## src/rtl/banco_reg_param.sv

```systemverilog
// banco_reg_param: register bank with NREG general registers plus WORK,
// one write port, two registered read ports with write-through bypass,
// and a shadow bank filled/emptied by a one-copy-per-cycle sequencer.
module banco_reg_param #(
  parameter int DATA_W = 8,
  parameter int NREG   = 4,
  parameter int ADDR_W = 3
) (
  input  logic              clock,
  input  logic              reset,
  input  logic              we,
  input  logic [ADDR_W-1:0] waddr,
  input  logic [DATA_W-1:0] wdata,
  input  logic [ADDR_W-1:0] raddr1,
  input  logic [ADDR_W-1:0] raddr2,
  output logic [DATA_W-1:0] rdata1,
  output logic [DATA_W-1:0] rdata2,
  output logic [DATA_W-1:0] work_q,
  input  logic [1:0]        ctx_cmd,
  output logic              ctx_busy,
  output logic              ctx_done
);

  // WORK lives just above the general registers; it is also the last copy index
  localparam logic [ADDR_W-1:0] LP_WORK = ADDR_W'(NREG);

  typedef enum logic [1:0] {
    ST_IDLE,
    ST_SAVE,
    ST_RESTORE
  } state_t;

  state_t            r_state;
  state_t            w_nextState;
  logic [ADDR_W-1:0] r_idx;
  logic [DATA_W-1:0] r_regs   [0:NREG];
  logic [DATA_W-1:0] r_shadow [0:NREG];
  logic [DATA_W-1:0] r_rdata1;
  logic [DATA_W-1:0] r_rdata2;
  logic              r_done;

  logic              w_writeOk;
  logic              w_saveStep;
  logic              w_restoreStep;
  logic              w_lastStep;
  logic [DATA_W-1:0] w_arr1;
  logic [DATA_W-1:0] w_arr2;

  // Writes are only honoured when idle and aimed at an existing register
  assign w_writeOk = we && (r_state == ST_IDLE) && (waddr <= LP_WORK);

  // Sequencer state register
  always_ff @(posedge clock) begin
    if (reset) begin
      r_state <= ST_IDLE;
    end else begin
      r_state <= w_nextState;
    end
  end

  // Sequencer next state: accept save/restore when idle, finish after copying WORK
  always_comb begin
    w_nextState = r_state;
    case (r_state)
      ST_IDLE: begin
        if (ctx_cmd == 2'b01) begin
          w_nextState = ST_SAVE;
        end else if (ctx_cmd == 2'b10) begin
          w_nextState = ST_RESTORE;
        end
      end
      ST_SAVE, ST_RESTORE: begin
        if (r_idx == LP_WORK) begin
          w_nextState = ST_IDLE;
        end
      end
      default: w_nextState = ST_IDLE;
    endcase
  end

  // Sequencer outputs: busy flag and per-cycle copy strobes
  always_comb begin
    ctx_busy      = 1'b0;
    w_saveStep    = 1'b0;
    w_restoreStep = 1'b0;
    case (r_state)
      ST_SAVE: begin
        ctx_busy   = 1'b1;
        w_saveStep = 1'b1;
      end
      ST_RESTORE: begin
        ctx_busy      = 1'b1;
        w_restoreStep = 1'b1;
      end
      default: ;
    endcase
  end

  assign w_lastStep = ctx_busy && (r_idx == LP_WORK);

  // Copy index walks 0..NREG while busy and parks at 0 otherwise
  always_ff @(posedge clock) begin
    if (reset) begin
      r_idx <= '0;
    end else if (!ctx_busy || w_lastStep) begin
      r_idx <= '0;
    end else begin
      r_idx <= r_idx + 1'b1;
    end
  end

  // Done pulses for one cycle after the final copy; a reset abort never pulses
  always_ff @(posedge clock) begin
    if (reset) begin
      r_done <= 1'b0;
    end else begin
      r_done <= w_lastStep;
    end
  end

  // Live registers: port writes when idle, shadow copies during restore
  always_ff @(posedge clock) begin
    if (reset) begin
      for (int i = 0; i <= NREG; i++) begin
        r_regs[i] <= '0;
      end
    end else begin
      for (int i = 0; i <= NREG; i++) begin
        if (w_writeOk && (waddr == ADDR_W'(i))) begin
          r_regs[i] <= wdata;
        end else if (w_restoreStep && (r_idx == ADDR_W'(i))) begin
          r_regs[i] <= r_shadow[i];
        end
      end
    end
  end

  // Shadow registers: filled one entry per cycle during save
  always_ff @(posedge clock) begin
    if (reset) begin
      for (int i = 0; i <= NREG; i++) begin
        r_shadow[i] <= '0;
      end
    end else begin
      for (int i = 0; i <= NREG; i++) begin
        if (w_saveStep && (r_idx == ADDR_W'(i))) begin
          r_shadow[i] <= r_regs[i];
        end
      end
    end
  end

  // Array read muxes; addresses beyond WORK read as zero
  always_comb begin
    w_arr1 = '0;
    w_arr2 = '0;
    for (int i = 0; i <= NREG; i++) begin
      if (raddr1 == ADDR_W'(i)) begin
        w_arr1 = r_regs[i];
      end
      if (raddr2 == ADDR_W'(i)) begin
        w_arr2 = r_regs[i];
      end
    end
  end

  // Registered read ports; a same-edge port write bypasses the array
  always_ff @(posedge clock) begin
    if (reset) begin
      r_rdata1 <= '0;
      r_rdata2 <= '0;
    end else begin
      r_rdata1 <= (w_writeOk && (waddr == raddr1)) ? wdata : w_arr1;
      r_rdata2 <= (w_writeOk && (waddr == raddr2)) ? wdata : w_arr2;
    end
  end

  assign rdata1   = r_rdata1;
  assign rdata2   = r_rdata2;
  assign work_q   = r_regs[NREG];
  assign ctx_done = r_done;

endmodule

```

## config.mk

```make
export PLATFORM = sky130hd
export DESIGN_NAME = banco_reg_param
export DESIGN_NICKNAME = d
export VERILOG_FILES = /design/src/rtl/banco_reg_param.sv
export SDC_FILE = /design/constraint.sdc
export NUM_CORES = 1
export LEC_CHECK = 0
export CELL_PAD_IN_SITES_DETAIL_PLACEMENT = 1
export CELL_PAD_IN_SITES_GLOBAL_PLACEMENT = 2
export CORE_UTILIZATION = 25
export CTS_CLUSTER_SIZE = 30
export DETAILED_ROUTE_END_ITERATION = 16
export PLACE_DENSITY = 0.66
export SKIP_LAST_GASP = 1
export SLEW_MARGIN = 20
export SYNTH_ARGS = -nofsm -noshare
export SYNTH_HDL_FRONTEND = slang
export SYNTH_SLANG_ARGS = --single-unit
```

## constraint.sdc

```tcl
create_clock -name clock -period 4.75 [get_ports clock]
set_input_delay 0.95 -clock clock [delete_from_list [all_inputs] [get_ports clock]]
set_output_delay 0.95 -clock clock [all_outputs]
set_load 0.02 [all_outputs]
```

# After elaboration in Yosys (flattened, before gate mapping)
# Memories as Yosys holds them, arrays and structs flattened.
# Cells that the tools add are included.
# op_classes
add_sub_neg	1
reduce_logical	30
bitwise_logic	15
mux	86
order_cmp	1
n_eq_ne	24
# ops
cell	count
8-bit two-way mux	27
1-bit two-way mux	55
3-bit by 2-bit == test with 1-bit output (second input constant)	8
1-bit logical AND	20
1-bit bitwise OR	15
3-bit by 1-bit == test with 1-bit output (second input constant)	4
3-bit == test (second input constant)	4
3-bit logical NOT	4
3-bit == test	2
2-bit two-way mux	3
2-bit by 1-bit == test with 1-bit output (second input constant)	2
2-bit == test (second input constant)	2
2-bit one-hot mux with 2 select lines	1
2-bit OR reduction	2
3-bit by 1-bit adder with 3-bit output (second input constant)	1
3-bit <= comparator (second input constant)	1
3-bit by 1-bit inequality test with 1-bit output (second input constant)	1
2-bit logical NOT	1
2-bit by 1-bit inequality test with 1-bit output (second input constant)	1
2-bit AND reduction	1
1-bit logical NOT	1
1-bit logical OR	1
# totals
mem_count	2
wordCells	164
mem_bits_rw	80
regBits	22
output_inout_bits	26
# mem_list
name	depth	width	rd	rd_clocked_by_memory_dff	wr	line_no	rtl
r_regs	5	8	5	0	5	36	logic [DATA_W-1:0] r_regs [0:NREG];
r_shadow	5	8	5	0	5	37	logic [DATA_W-1:0] r_shadow [0:NREG];

# Logic depth before layout (Yosys ltp)
# depth
word_depth	9
ltp_mapped	8
depth_no_buf	6

# Worst setup path before layout
# Ideal clock, no wire load.
# synth_path
path_kind	input to register
from	in waddr[1]
to	mem r_regs[3][0], data pin
setup_time_ns	0.255
cell_stages	5
arrival_ns	2.049
slack_ns	2.446
required_time_ns	4.495
path_buffers	1
path_cell_list	clkbuf_8 and4b_4 a211oi_4 mux2i_1 nor2_2
# synth_rtl
element	line_no	rtl
start, declared	12	input logic [ADDR_W-1:0] waddr,
end, declared	36	

==> impl_metrics.env <==
export IMPL_status="completed"
export IMPL_grt_max_degree=41
export IMPL_start_util=0.256
export IMPL_nNetsFinal=534
export IMPL_drt_iter0_drc=285
export IMPL_cts_tree="done"
export IMPL_dp_hpwl_um=12100
export IMPL_critPathMaxFanout=32
export IMPL_holdPathStages=1
export IMPL_ctsHoldBuffers=0
export IMPL_synth_cell_types=60
export IMPL_start_kind="input pin"
export IMPL_place_ws_ns=1.34
export IMPL_hold_class="reg -> reg"
export IMPL_comb_power_share=0.163
export IMPL_cts_resized=0
export IMPL_gp_congestion=0.791
export IMPL_post_cts_buffers=0
export IMPL_synth_avg_cell_area_um2=11.5
export IMPL_worstMarginPinSlew_ns=0.891
export IMPL_syn_nets=498
export IMPL_crit_type="in -> reg"
export IMPL_vias=3850
export IMPL_layout_commonest_cell="edfxtp_1"
export IMPL_cts_num_sinks=102
export IMPL_clk_latency_ns=0.36
export IMPL_worstPathCellList="clkdlybuf4s50_1 -> o21ai_1 -> a222oi_1 -> or2_1 -> buf_4 -> nor2_1"
export IMPL_port_buffers=47
export IMPL_period_needed_ns=3.05
export IMPL_fin_worst_skew_ns=0.0119
export IMPL_swShare=0.274
export IMPL_worstPathRequired_ns=4.84
export IMPL_powerDensity_nw_per_um2=352
export IMPL_ys_ff_latch=102
export IMPL_grt_pass1_vias=3995
export IMPL_ys_seq_area_frac=0.528
export IMPL_synthCells=468
export IMPL_final_area_um2=6390
export IMPL_slew_viol_final=0
export IMPL_ys_flop_type="edfxtp_1"
export IMPL_antenna_found_initial=0
export IMPL_cts_root_buffer="clkbuf_16"
export IMPL_fin_ws_ns=1.70
export IMPL_post_dp_cell_area_um2=6070
export IMPL_internal_power_mw=1.63
export IMPL_core_um2=21100
export IMPL_async_reset_ff_frac=0
export IMPL_htreeDepth=3
export IMPL_timing_rr_end="r_regs[1][7]$_SDFFCE_PP0P_"
export IMPL_area_growth_pct=18.6
export IMPL_fin_tns_setup_ns=0
export IMPL_final_setup_viol_count=0
export IMPL_die_y_um=149
export IMPL_reg2reg_depth=7
export IMPL_holdWs_ns=0.490
export IMPL_post_route_period_util=0.641
export IMPL_clock_path_buffers=2
export IMPL_cp_arrival_ns=3.14
export IMPL_maxCapViolCount=0
export IMPL_drc_errors=0
export IMPL_grt_pass1_wl_um=25700
export IMPL_rows=53
export IMPL_leakage_nw=2.37
export IMPL_worst_path_max_delay_cell="clkdlybuf4s50_1"
export IMPL_syn_area_um2=5390
export IMPL_clockPowerShare=0.353
export IMPL_netSwitchingPower_mw=0.615
export IMPL_die_x_um=149
export IMPL_max_stage_delay_ns=0.83
export IMPL_routed_wl_um=16800
export IMPL_yosysWarningCount=0
export IMPL_synth_edf_count=80
export IMPL_reg2reg_from="r_idx[0]$_SDFF_PP0_"
export IMPL_dr_pass1_iters=4
export IMPL_grt_ovfl_total=0
export IMPL_fmax_ghz=0.328
export IMPL_cts_buffers=9
export IMPL_drtAntennaViolNets=0
export IMPL_die_area_um2=22100
export IMPL_hold_violations=0
export IMPL_track_usage=0.159
export IMPL_seqPwrFrac=0.484
export IMPL_post_drt_wl_per_cell_um=21.4
export IMPL_hp_start="r_idx[0]$_SDFF_PP0_"
export IMPL_endpoint_kind="flip-flop"
export IMPL_relSlewSlack=0.404
export IMPL_floorplan_io_pins=48
export IMPL_diodes=0
export IMPL_min_to="r_idx[0]$_SDFF_PP0_"
export IMPL_rsz0062_at_grt="false"
export IMPL_routed_via_density=4.91
export IMPL_clk_pin_slew_ns=0.07
export IMPL_drive_gt1_frac=0.0884
export IMPL_irDropWorstVdd_mv=0.140
export IMPL_ff2ff_setup_slack_ns=2.24
export IMPL_mostFrequentLayoutCells="80 x edfxtp_1, 52 x mux2i_1, 47 x clkdlybuf4s50_1"
routing by layer:
layer | routed length [µm] | track usage | vias to the layer above
met2 | 7640 | 0.247 | 83
li1 | - | - | 1792
met5 | 0 | 0 | -
met1 | 8270 | 0.227 | 1967
met4 | 111 | 0.0383 | 0
met3 | 745 | 0.0294 | 8
critical path: cells and delay by family:
kind	cells	cell delay (ns)
buffers and inverters	2	1.19
AND/OR/NAND/NOR	2	0.27
AO/OA/AOI/OAI	2	0.69
state kept, by name, summed over array words and instances, names as in the netlist:
| register | count |
|---|---|
| r_regs | 40 |
| r_shadow | 40 |
| rdata1 | 8 |
| rdata2 | 8 |
| r_idx | 3 |
| r_state | 2 |
| ctx_done | 1 |
metrics by stage:
| step | power (mW) | utilization | cells |
|---|---|---|---|
| after floorplan | 1.32 | - | 468 |
| after global placement | 1.47 | 0.288 | 768 |
| after detailed placement | 1.48 | 0.288 | 768 |
| after CTS | 2.28 | 0.303 | 784 |
| after global routing | 2.33 | 0.303 | 784 |
| final | 2.25 | 0.303 | 784 |
cells in the mapped netlist, types with 2 or more instances:
cell,n,share of area
edfxtp_1,80,0.45
mux2i_1,52,0.097
and2_1,43,0.050
nor2_1,37,0.026
dfxtp_1,22,0.082
inv_1,19,0.013
nand2_1,19,0.013
a21oi_1,18,0.017
nand3b_1,18,0.025
a211oi_1,13,0.018
buf_2,11,0.010
clkbuf_1,11,0.0077
nand3_1,10,0.0093
o32ai_1,9,0.015
a22o_1,8,0.013
ha_1,8,0.019
nor2_2,8,0.0093
nor3_1,6,0.0056
o21ai_0,6,0.0056
buf_6,5,0.010
nand2b_1,4,0.0046
a221oi_1,3,0.0049
a31oi_1,3,0.0035
and3_1,3,0.0035
and4bb_2,3,0.0070
o31ai_1,3,0.0042
xnor2_1,3,0.0049
xor2_1,3,0.0049
a22oi_1,2,0.0028
a311oi_1,2,0.0033
nand4b_1,2,0.0033
nor2b_1,2,0.0023
o21a_1,2,0.0028
o21ai_2,2,0.0033
o2bb2ai_1,2,0.0033
or3_1,2,0.0023
cell type report:
type                    instances  area, µm²
clock inverters                 4       52.6
repair buffers                 56        538
multi-input cells             315       2270
flip-flops and latches        102       2840
inverters                      20       75.1
well taps                     275        344
fillers                      2333      14700
clock buffers                  12        268
worst max path at each step:
| stage | startpoint | endpoint |
|---|---|---|
| 2_1_floorplan | waddr[1] | r_regs[3][0]$_SDFFCE_PP0P_ |
| 3_3_place_gp | waddr[0] | r_regs[0][7]$_SDFFCE_PP0P_ |
| 3_5_place_dp | waddr[0] | r_regs[0][4]$_SDFFCE_PP0P_ |
| 4_1_cts | waddr[0] | r_regs[0][4]$_SDFFCE_PP0P_ |
| 5_1_grt | waddr[0] | r_regs[2][5]$_SDFFCE_PP0P_ |
| 6_report | waddr[0] | r_regs[1][7]$_SDFFCE_PP0P_ |
power groups by stage:
stage / Combinational [mW] / Clock, mW / Sequential (mW)
after floorplan: 0.220 / 0 / 1.10
after global placement: 0.365 / 0 / 1.10
after detailed placement: 0.371 / 0 / 1.11
after CTS: 0.372 / 0.817 / 1.09
after global routing: 0.400 / 0.839 / 1.10
final: 0.367 / 0.793 / 1.09
cell families (layout without fill, tap and decap cells):
logic type	Yosys count	after routing	synth area share
buf+inv	51	92	0.0506
fa+ha+maj	8	8	0.0186
simple gates	164	164	0.173
xor+xnor	6	6	0.00975
flops	102	102	0.528
mux	53	53	0.101
compound gates	84	84	0.120
Note: power is estimated with default switching activity, not from simulation.
